### src/rtl/servo_pkg.sv
// Shared types and default timing constants for the servo ramp scheduler.
// Also holds the pulse-width clamp helper used by the command and slew paths.
package servo_pkg;

    localparam int unsigned DEF_MIN_DUR    = 50000;
    localparam int unsigned DEF_MAX_DUR    = 100000;
    localparam int unsigned DEF_CENTER_DUR = 75000;

    typedef enum logic [0:0] {
        ST_IDLE   = 1'b0,
        ST_UPDATE = 1'b1
    } state_e;

    // Saturate a pulse width into [lo, hi] using unsigned compares.
    function automatic logic [31:0] clamp_dur(
        input logic [31:0] v,
        input logic [31:0] lo,
        input logic [31:0] hi
    );
        if (v < lo) return lo;
        if (v > hi) return hi;
        return v;
    endfunction

endpackage

### src/rtl/pwm_generator.sv
// Free-running PWM output for one channel: high while the period
// counter is below high_dur, period is total_dur+1 cycles.
module PWM_Generator (
    input  logic        clk,
    input  logic        reset_n,
    input  logic [31:0] high_dur,
    input  logic [31:0] total_dur,
    output logic        pwm
);

    logic [31:0] cnt;

    // Period counter and registered output level.
    always_ff @(posedge clk or negedge reset_n) begin
        if (!reset_n) begin
            cnt <= 32'd0;
            pwm <= 1'b0;
        end else begin
            cnt <= (cnt >= total_dur) ? 32'd0 : cnt + 32'd1;
            pwm <= (cnt < high_dur);
        end
    end

endmodule

### src/rtl/servo_slew_step.sv
// One slew step: move current toward target by at most step per frame.
// A zero step means "jump straight to target".
module servo_slew_step
    import servo_pkg::*;
#(
    parameter int unsigned MIN_DUR = DEF_MIN_DUR,
    parameter int unsigned MAX_DUR = DEF_MAX_DUR
) (
    input  logic [31:0] current,
    input  logic [31:0] target,
    input  logic [31:0] step,
    output logic [31:0] next
);

    localparam logic [31:0] MIN_V = 32'(MIN_DUR);
    localparam logic [31:0] MAX_V = 32'(MAX_DUR);

    logic [31:0] diff;
    logic [31:0] raw;

    // Distance to target decides between a full jump and a partial move.
    always_comb begin
        diff = (target >= current) ? (target - current) : (current - target);
        if (step == 32'd0 || diff <= step) begin
            raw = target;
        end else if (target > current) begin
            raw = current + step;
        end else begin
            raw = current - step;
        end
        next = clamp_dur(raw, MIN_V, MAX_V);
    end

endmodule

### src/rtl/servo_ramp_scheduler.sv
// Multi-channel servo pulse-width scheduler with per-frame slew limiting.
// Commands land in IDLE; one channel is stepped per cycle after frame_start.
module servo_ramp_scheduler
    import servo_pkg::*;
#(
    parameter int unsigned NCH         = 4,
    parameter int unsigned FRAME_TICKS = 1000000,
    parameter int unsigned MIN_DUR     = DEF_MIN_DUR,
    parameter int unsigned MAX_DUR     = DEF_MAX_DUR,
    parameter int unsigned CENTER_DUR  = DEF_CENTER_DUR,
    localparam int CHW = (NCH > 1) ? $clog2(NCH) : 1
) (
    input  logic              clk,
    input  logic              reset_n,
    input  logic              cmd_valid,
    output logic              cmd_ready,
    input  logic [CHW-1:0]    cmd_ch,
    input  logic [31:0]       cmd_target,
    input  logic [31:0]       cmd_step,
    output logic [NCH*32-1:0] high_dur,
    output logic [31:0]       total_dur,
    output logic              frame_start,
    output logic              all_settled,
    output logic              cmd_err,
    output logic [NCH-1:0]    pwm
);

    localparam logic [31:0]    LAST_TICK = 32'(FRAME_TICKS - 1);
    localparam logic [31:0]    MIN_V     = 32'(MIN_DUR);
    localparam logic [31:0]    MAX_V     = 32'(MAX_DUR);
    localparam logic [31:0]    CENTER_V  = 32'(CENTER_DUR);
    localparam logic [CHW-1:0] LAST_IDX  = CHW'(NCH - 1);

    logic [31:0]    frame_cnt;
    state_e         state_q;
    logic [CHW-1:0] idx_q;
    logic [31:0]    cur_q [NCH];
    logic [31:0]    tgt_q [NCH];
    logic [31:0]    stp_q [NCH];
    logic [31:0]    slew_next;
    logic           cmd_fire;
    logic           ch_ok;
    logic           all_eq;

    assign cmd_ready = (state_q == ST_IDLE);
    assign cmd_fire  = cmd_valid && cmd_ready;
    assign ch_ok     = (32'(cmd_ch) < 32'(NCH));
    assign total_dur = LAST_TICK;

    // Frame counter; frame_start marks the cycle after the last tick.
    always_ff @(posedge clk or negedge reset_n) begin
        if (!reset_n) begin
            frame_cnt   <= 32'd0;
            frame_start <= 1'b0;
        end else begin
            frame_start <= (frame_cnt == LAST_TICK);
            frame_cnt   <= (frame_cnt == LAST_TICK) ? 32'd0
                                                    : frame_cnt + 32'd1;
        end
    end

    // Update pass sequencer: one channel per cycle after each frame_start.
    always_ff @(posedge clk or negedge reset_n) begin
        if (!reset_n) begin
            state_q <= ST_IDLE;
            idx_q   <= '0;
        end else begin
            unique case (state_q)
                ST_IDLE: begin
                    if (frame_start) begin
                        state_q <= ST_UPDATE;
                        idx_q   <= '0;
                    end
                end
                ST_UPDATE: begin
                    if (idx_q == LAST_IDX) begin
                        state_q <= ST_IDLE;
                        idx_q   <= '0;
                    end else begin
                        idx_q <= idx_q + 1'b1;
                    end
                end
                default: begin
                    state_q <= ST_IDLE;
                    idx_q   <= '0;
                end
            endcase
        end
    end

    servo_slew_step #(
        .MIN_DUR (MIN_DUR),
        .MAX_DUR (MAX_DUR)
    ) u_slew (
        .current (cur_q[idx_q]),
        .target  (tgt_q[idx_q]),
        .step    (stp_q[idx_q]),
        .next    (slew_next)
    );

    // Per-channel target/step capture and current-position stepping.
    always_ff @(posedge clk or negedge reset_n) begin
        if (!reset_n) begin
            for (int i = 0; i < int'(NCH); i++) begin
                cur_q[i] <= CENTER_V;
                tgt_q[i] <= CENTER_V;
                stp_q[i] <= 32'd0;
            end
        end else begin
            if (cmd_fire && ch_ok) begin
                tgt_q[cmd_ch] <= clamp_dur(cmd_target, MIN_V, MAX_V);
                stp_q[cmd_ch] <= cmd_step;
            end
            if (state_q == ST_UPDATE) begin
                cur_q[idx_q] <= slew_next;
            end
        end
    end

    // Every channel sitting at its target.
    always_comb begin
        all_eq = 1'b1;
        for (int i = 0; i < int'(NCH); i++) begin
            if (cur_q[i] != tgt_q[i]) all_eq = 1'b0;
        end
    end

    // Registered status: settled flag and bad-channel error pulse.
    always_ff @(posedge clk or negedge reset_n) begin
        if (!reset_n) begin
            all_settled <= 1'b1;
            cmd_err     <= 1'b0;
        end else begin
            all_settled <= all_eq;
            cmd_err     <= cmd_fire && !ch_ok;
        end
    end

    for (genvar g = 0; g < int'(NCH); g++) begin : g_ch
        assign high_dur[32*g +: 32] = cur_q[g];

        PWM_Generator u_pwm (
            .clk       (clk),
            .reset_n   (reset_n),
            .high_dur  (cur_q[g]),
            .total_dur (total_dur),
            .pwm       (pwm[g])
        );
    end

endmodule
### config.mk
export PLATFORM = sky130hd
export DESIGN_NAME = servo_ramp_scheduler
export DESIGN_NICKNAME = d
export VERILOG_FILES = /design/src/rtl/servo_pkg.sv /design/src/rtl/pwm_generator.sv /design/src/rtl/servo_slew_step.sv /design/src/rtl/servo_ramp_scheduler.sv
export SDC_FILE = /design/constraint.sdc
export NUM_CORES = 2
export LEC_CHECK = 0
export CORE_ASPECT_RATIO = 1.2
export CORE_UTILIZATION = 45
export DETAILED_ROUTE_END_ITERATION = 7
export MAX_ROUTING_LAYER = met4
export PLACE_DENSITY = 0.65
export SLEW_MARGIN = 20
export SYNTH_ARGS = -nofsm -noshare
export SYNTH_HDL_FRONTEND = slang
export SYNTH_HIERARCHICAL = 1
export SYNTH_SLANG_ARGS = --single-unit
### constraint.sdc
create_clock -name clk -period 7.82 [get_ports clk]
set_clock_uncertainty 0.05 [all_clocks]
set_input_delay 1.564 -clock clk [delete_from_list [all_inputs] [get_ports clk]]
set_output_delay 1.564 -clock clk [all_outputs]
set_load 0.05 [all_outputs]
==> results by group <==
Global route
  – Total gr overflow: 0
  – First-pass GRT wire length: 218,900 um
  – M1 GR Usage: 40.82%
  – GR Layer Usage met3: about 5%
  – Initial antenna violation count: 6
  – Largest net degree at the start of global routing: roughly 180
  – GR Util All Layers: roughly a third
  – Most Crowded Layer GR: met2
  – Number of global-route vias before repair: 34.30k
  – Met2 usage: 50.59%

Pwr
  – Power per cell area: 188.2 nW/um^2
  – Switching share of total power: 34.69%
  – Reg power frac: 38.7%
  – Combinational share of power: 28.0%
  – Sw power: about 0.0031 W
  – P_int: 0.005879 W
  – Leak: 22.41 nW
  – VDD IR max: 202.3 uV
  – Clk network pwr share: roughly a third

CTS
  – Clock Root Buffer: clkbuf_16
  – Clk_lat worst skew: 0.66 ns
  – Clk sink count: between 500 and 600
  – CTS Buf Count: 61
  – CTS Buffer Depth: 3
  – Clk pin slew, worst setup/hold paths: ~0.060 ns
  – H-Tree Depth: 2
  – CTS tree: yes
  – Hold-fix buffers, CTS: 0

STA
  – Crit path time final: roughly 7.6 ns
  – F_max: between 0.1 and 0.15 GHz
  – Period Utilization, post-route: between 90% and 100%
  – Final hold violations: 0
  – Setup TNS: 0 ns
  – Max-slew violation count: 0
  – Slew margin rel.: a little over a quarter
  – Post-route setup slack: 0.2138 ns
  – Fin Hold WS: between 0.4 and 0.5 ns
  – Final setup viols: 0
  – Worst slew pin tran: between 1 and 1.5 ns

Layout
  – Fillers: about 8.2k
  – Share of cells above drive strength 1: around 16%
  – Final nets: 5,285
  – Final Instance Count excl. Fillers: 6,041
  – Final Instance Area: about 48,000 um^2
  – Synth-to-Final Area Change: 17.49%

Setup path
  – Cell chain of the critical path: buf_12, buf_4, mux4_2, or4_1, or3_1, or2_2, nor4_1, buf_4, a31oi_1, xnor2_1, ha_1, a21oi_1, o21ai_0, nor2_1, a31oi_1, buf_4, nand3_1, a211oi_1, nand4b_1, o31ai_4, o211ai_4, nor3_1, mux2_2
  – Worst path max stage delay: 0.59 ns
  – CP Launch Type: flop
  – CP endpoint kind: flop
  – CP arrival: around 8.2 ns
  – WP data required: 8.37 ns
  – Slowest cell on crit path: mux4_2
  – Crit Path Category: reg2reg
  – Cell mode on critical path: buf_4
  – Critical path peak fanout: 20

Place
  – Final GP Congestion: ~1.1
  – Placed instance count: 5,914
  – Final HPWL DP: 115,800 um
  – DP Area: around 46,000 um^2
  – Worst slack at placement: -0.02753 ns
  – # port buffers: ~200

Synthesis
  – Ranking of synthesized cells by area: dfrtp_1 (30%), ha_1 (12%), nand2_1 (5.6%)
  – Synthesized area: 40,710 um^2
  – Most common cell in the synthesized netlist: nand2_1
  – Mapped Cells: 4,348
  – Main synth FF type: dfrtp_1
  – Post-synth top area cell: dfrtp_1
  – Commonest cells in the netlist: nand2_1 (606), dfrtp_1 (488), inv_1 (397)
  – Seq/Total Area, Yosys: 34.19%
  – Share of synthesized registers carrying an async set or reset: 100.0%
  – Ys Warns: 6
  – Top cell type's share of synthesized area: 30.00%
  – Synth Area per Inst: 9.363 um^2
  – FF+latch count, synth: about 550
  – Unique masters post-synth: between 100 and 150
  – EDFF count, synth: 0

Outcome
  – Outcome: completed

Routing
  – Initial DRC Count: 3,347
  – Via count: 34.96k
  – Routed WL: 146,300 um
  – Via-to-Cell Ratio: between 5 and 6
  – Drt wl/cell: 24.22 um
  – Drt first pass iters: 6
  – Final ANT Viol Nets: 0
  – Residual DRC: 0

Floorplan
  – Starting Density: 45.49%
  – Die X-Extent: 276.6 um
  – DIE AREA: 91,680 um^2
  – # IOs: roughly 240
  – Core footprint: 89,490 um^2
  – Die Span Y: 331.5 um
  – Row cnt: 120

Job
  – Max-Cap Viols: 0

Worst hold path
  – Worst hold path class: reg2reg
through the flow:
stage | power (W) | util (%)
finish | 0.009002 | 53.45
global route | 0.009467 | 53.44
CTS | 0.009003 | 53.25
detailed placement | 0.005986 | 50.92
global placement | 0.005939 | 50.90
floorplan | 0.005151 | -
flip-flops by register name, indices dropped and copies added (netlist names):
name and count:
frame_cnt 32, tgt_q 128, g_ch.u_pwm/cnt 128, all_settled 1, frame_start 1, high_dur 128
g_ch.u_pwm/pwm 4, state_q 1, idx_q 2, stp_q 128
kinds of logic after synthesis:
group / count (synthesis) / share of synthesized area (%)
other: 3 / 0.02766
buffers and inverters: 599 / 6.534
adders and majority gates: 391 / 12.07
and+or+nand+nor: 1475 / 18.07
DFF: 553 / 34.19
AOI/OAI and AO/OA: 733 / 12.21
muxes: 237 / 9.178
xor gates and xnor gates: 357 / 7.715
layout make-up:
| class | count | area (um^2) | share of cell area (%) |
|---|---|---|---|
| inverters | 397 | 1490 | 3.116 |
| clock buffers | 92 | 1826 | 3.817 |
| multi-input cells | 3369 | 24930 | 52.13 |
| well taps | 1159 | 1450 | 3.032 |
| flip-flops and latches | 553 | 13930 | 29.12 |
| clock inverters | 21 | 250.2 | 0.5232 |
| repair buffers | 443 | 3934 | 8.225 |
| diodes | 7 | 17.52 | 0.03663 |
layer usage:
| layer | up-vias | wire (um) |
|---|---|---|
| li1 | 15990 | - |
| met1 | 17200 | 59860 |
| met2 | 1380 | 66800 |
| met3 | 388 | 10200 |
| met4 | 0 | 9442 |
| met5 | - | 0 |
worst paths after layout:
path / startpoint / endpoint / slack [ns] / cells past startpoint
min in group asynchronous: reset_n / frame_cnt[26] / 0.87 / 1
hold reg to reg: stp_q[51] / stp_q[51] / 0.42 / 2
max in group asynchronous: reset_n / g_ch[3].u_pwm/cnt[20] / 5.20 / 2
hold / removal: stp_q[51] / stp_q[51] / 0.42 / 2
setup / recovery: idx_q[0] / high_dur[76] / 0.21 / 23
setup reg to reg: idx_q[0] / high_dur[76] / 0.21 / 23
power groups by stage:
stage / logic [W] / clock network (W) / registers (W)
floorplan: 0.00165 / 0 / 0.00350
global placement: 0.00242 / 0 / 0.00352
detailed placement: 0.00246 / 0 / 0.00353
CTS: 0.00248 / 0.00304 / 0.00348
global route: 0.00279 / 0.00315 / 0.00352
finish: 0.00252 / 0.00300 / 0.00349
critical path, delay by kind of cell, from the launching register on:
| family | cells | cell delay, ns |
|---|---|---|
| simple gates | 8 | 2.47 |
| compound gates | 7 | 1.56 |
| buf+inv | 4 | 1.02 |
| mux | 2 | 0.86 |
| flops | 1 | 0.57 |
| xor+xnor | 1 | 0.56 |
| fa+ha+maj | 1 | 0.40 |
cells in the final DEF, fill, tap and decap left out, drive strengths merged, types with 13 or more instances in the layout:
| cell type | synthesis | final |
|---|---|---|
| nand2 | 611 | 611 |
| dfrtp | 488 | 488 |
| inv | 397 | 398 |
| ha | 388 | 388 |
| nor2 | 263 | 263 |
| buf | 135 | 241 |
| xnor2 | 228 | 228 |
| a21oi | 220 | 220 |
| clkdlybuf4s50 | 0 | 202 |
| conb | 3 | 176 |
| o21ai | 155 | 155 |
| nand4 | 137 | 137 |
| nand3 | 135 | 135 |
| mux2 | 130 | 130 |
| xor2 | 128 | 128 |
| mux4 | 96 | 96 |
| clkbuf | 67 | 92 |
| a21o | 84 | 84 |
| and2 | 70 | 70 |
| dfstp | 65 | 65 |
| nor3 | 56 | 56 |
| and3 | 43 | 43 |
| nor4 | 37 | 37 |
| and4 | 29 | 29 |
| a2bb2oi | 27 | 27 |
| a31oi | 25 | 25 |
| o211ai | 24 | 24 |
| nor2b | 23 | 23 |
| o21bai | 22 | 22 |
| a211oi | 22 | 22 |
| nand2b | 19 | 19 |
| o31ai | 17 | 17 |
| o21a | 17 | 17 |
| a221o | 16 | 16 |
| or4 | 15 | 15 |
| a2111oi | 13 | 13 |
what timing repair did:
| item | in CTS | in global routing |
|---|---|---|
| endpoints found under the setup margin | 7 | 68 |
| gates resized for setup | 3 | 22 |
| pin swaps | 0 | 4 |
| setup buffers | 0 | 7 |
No activity file was read; power rests on OpenSTA's default activity.
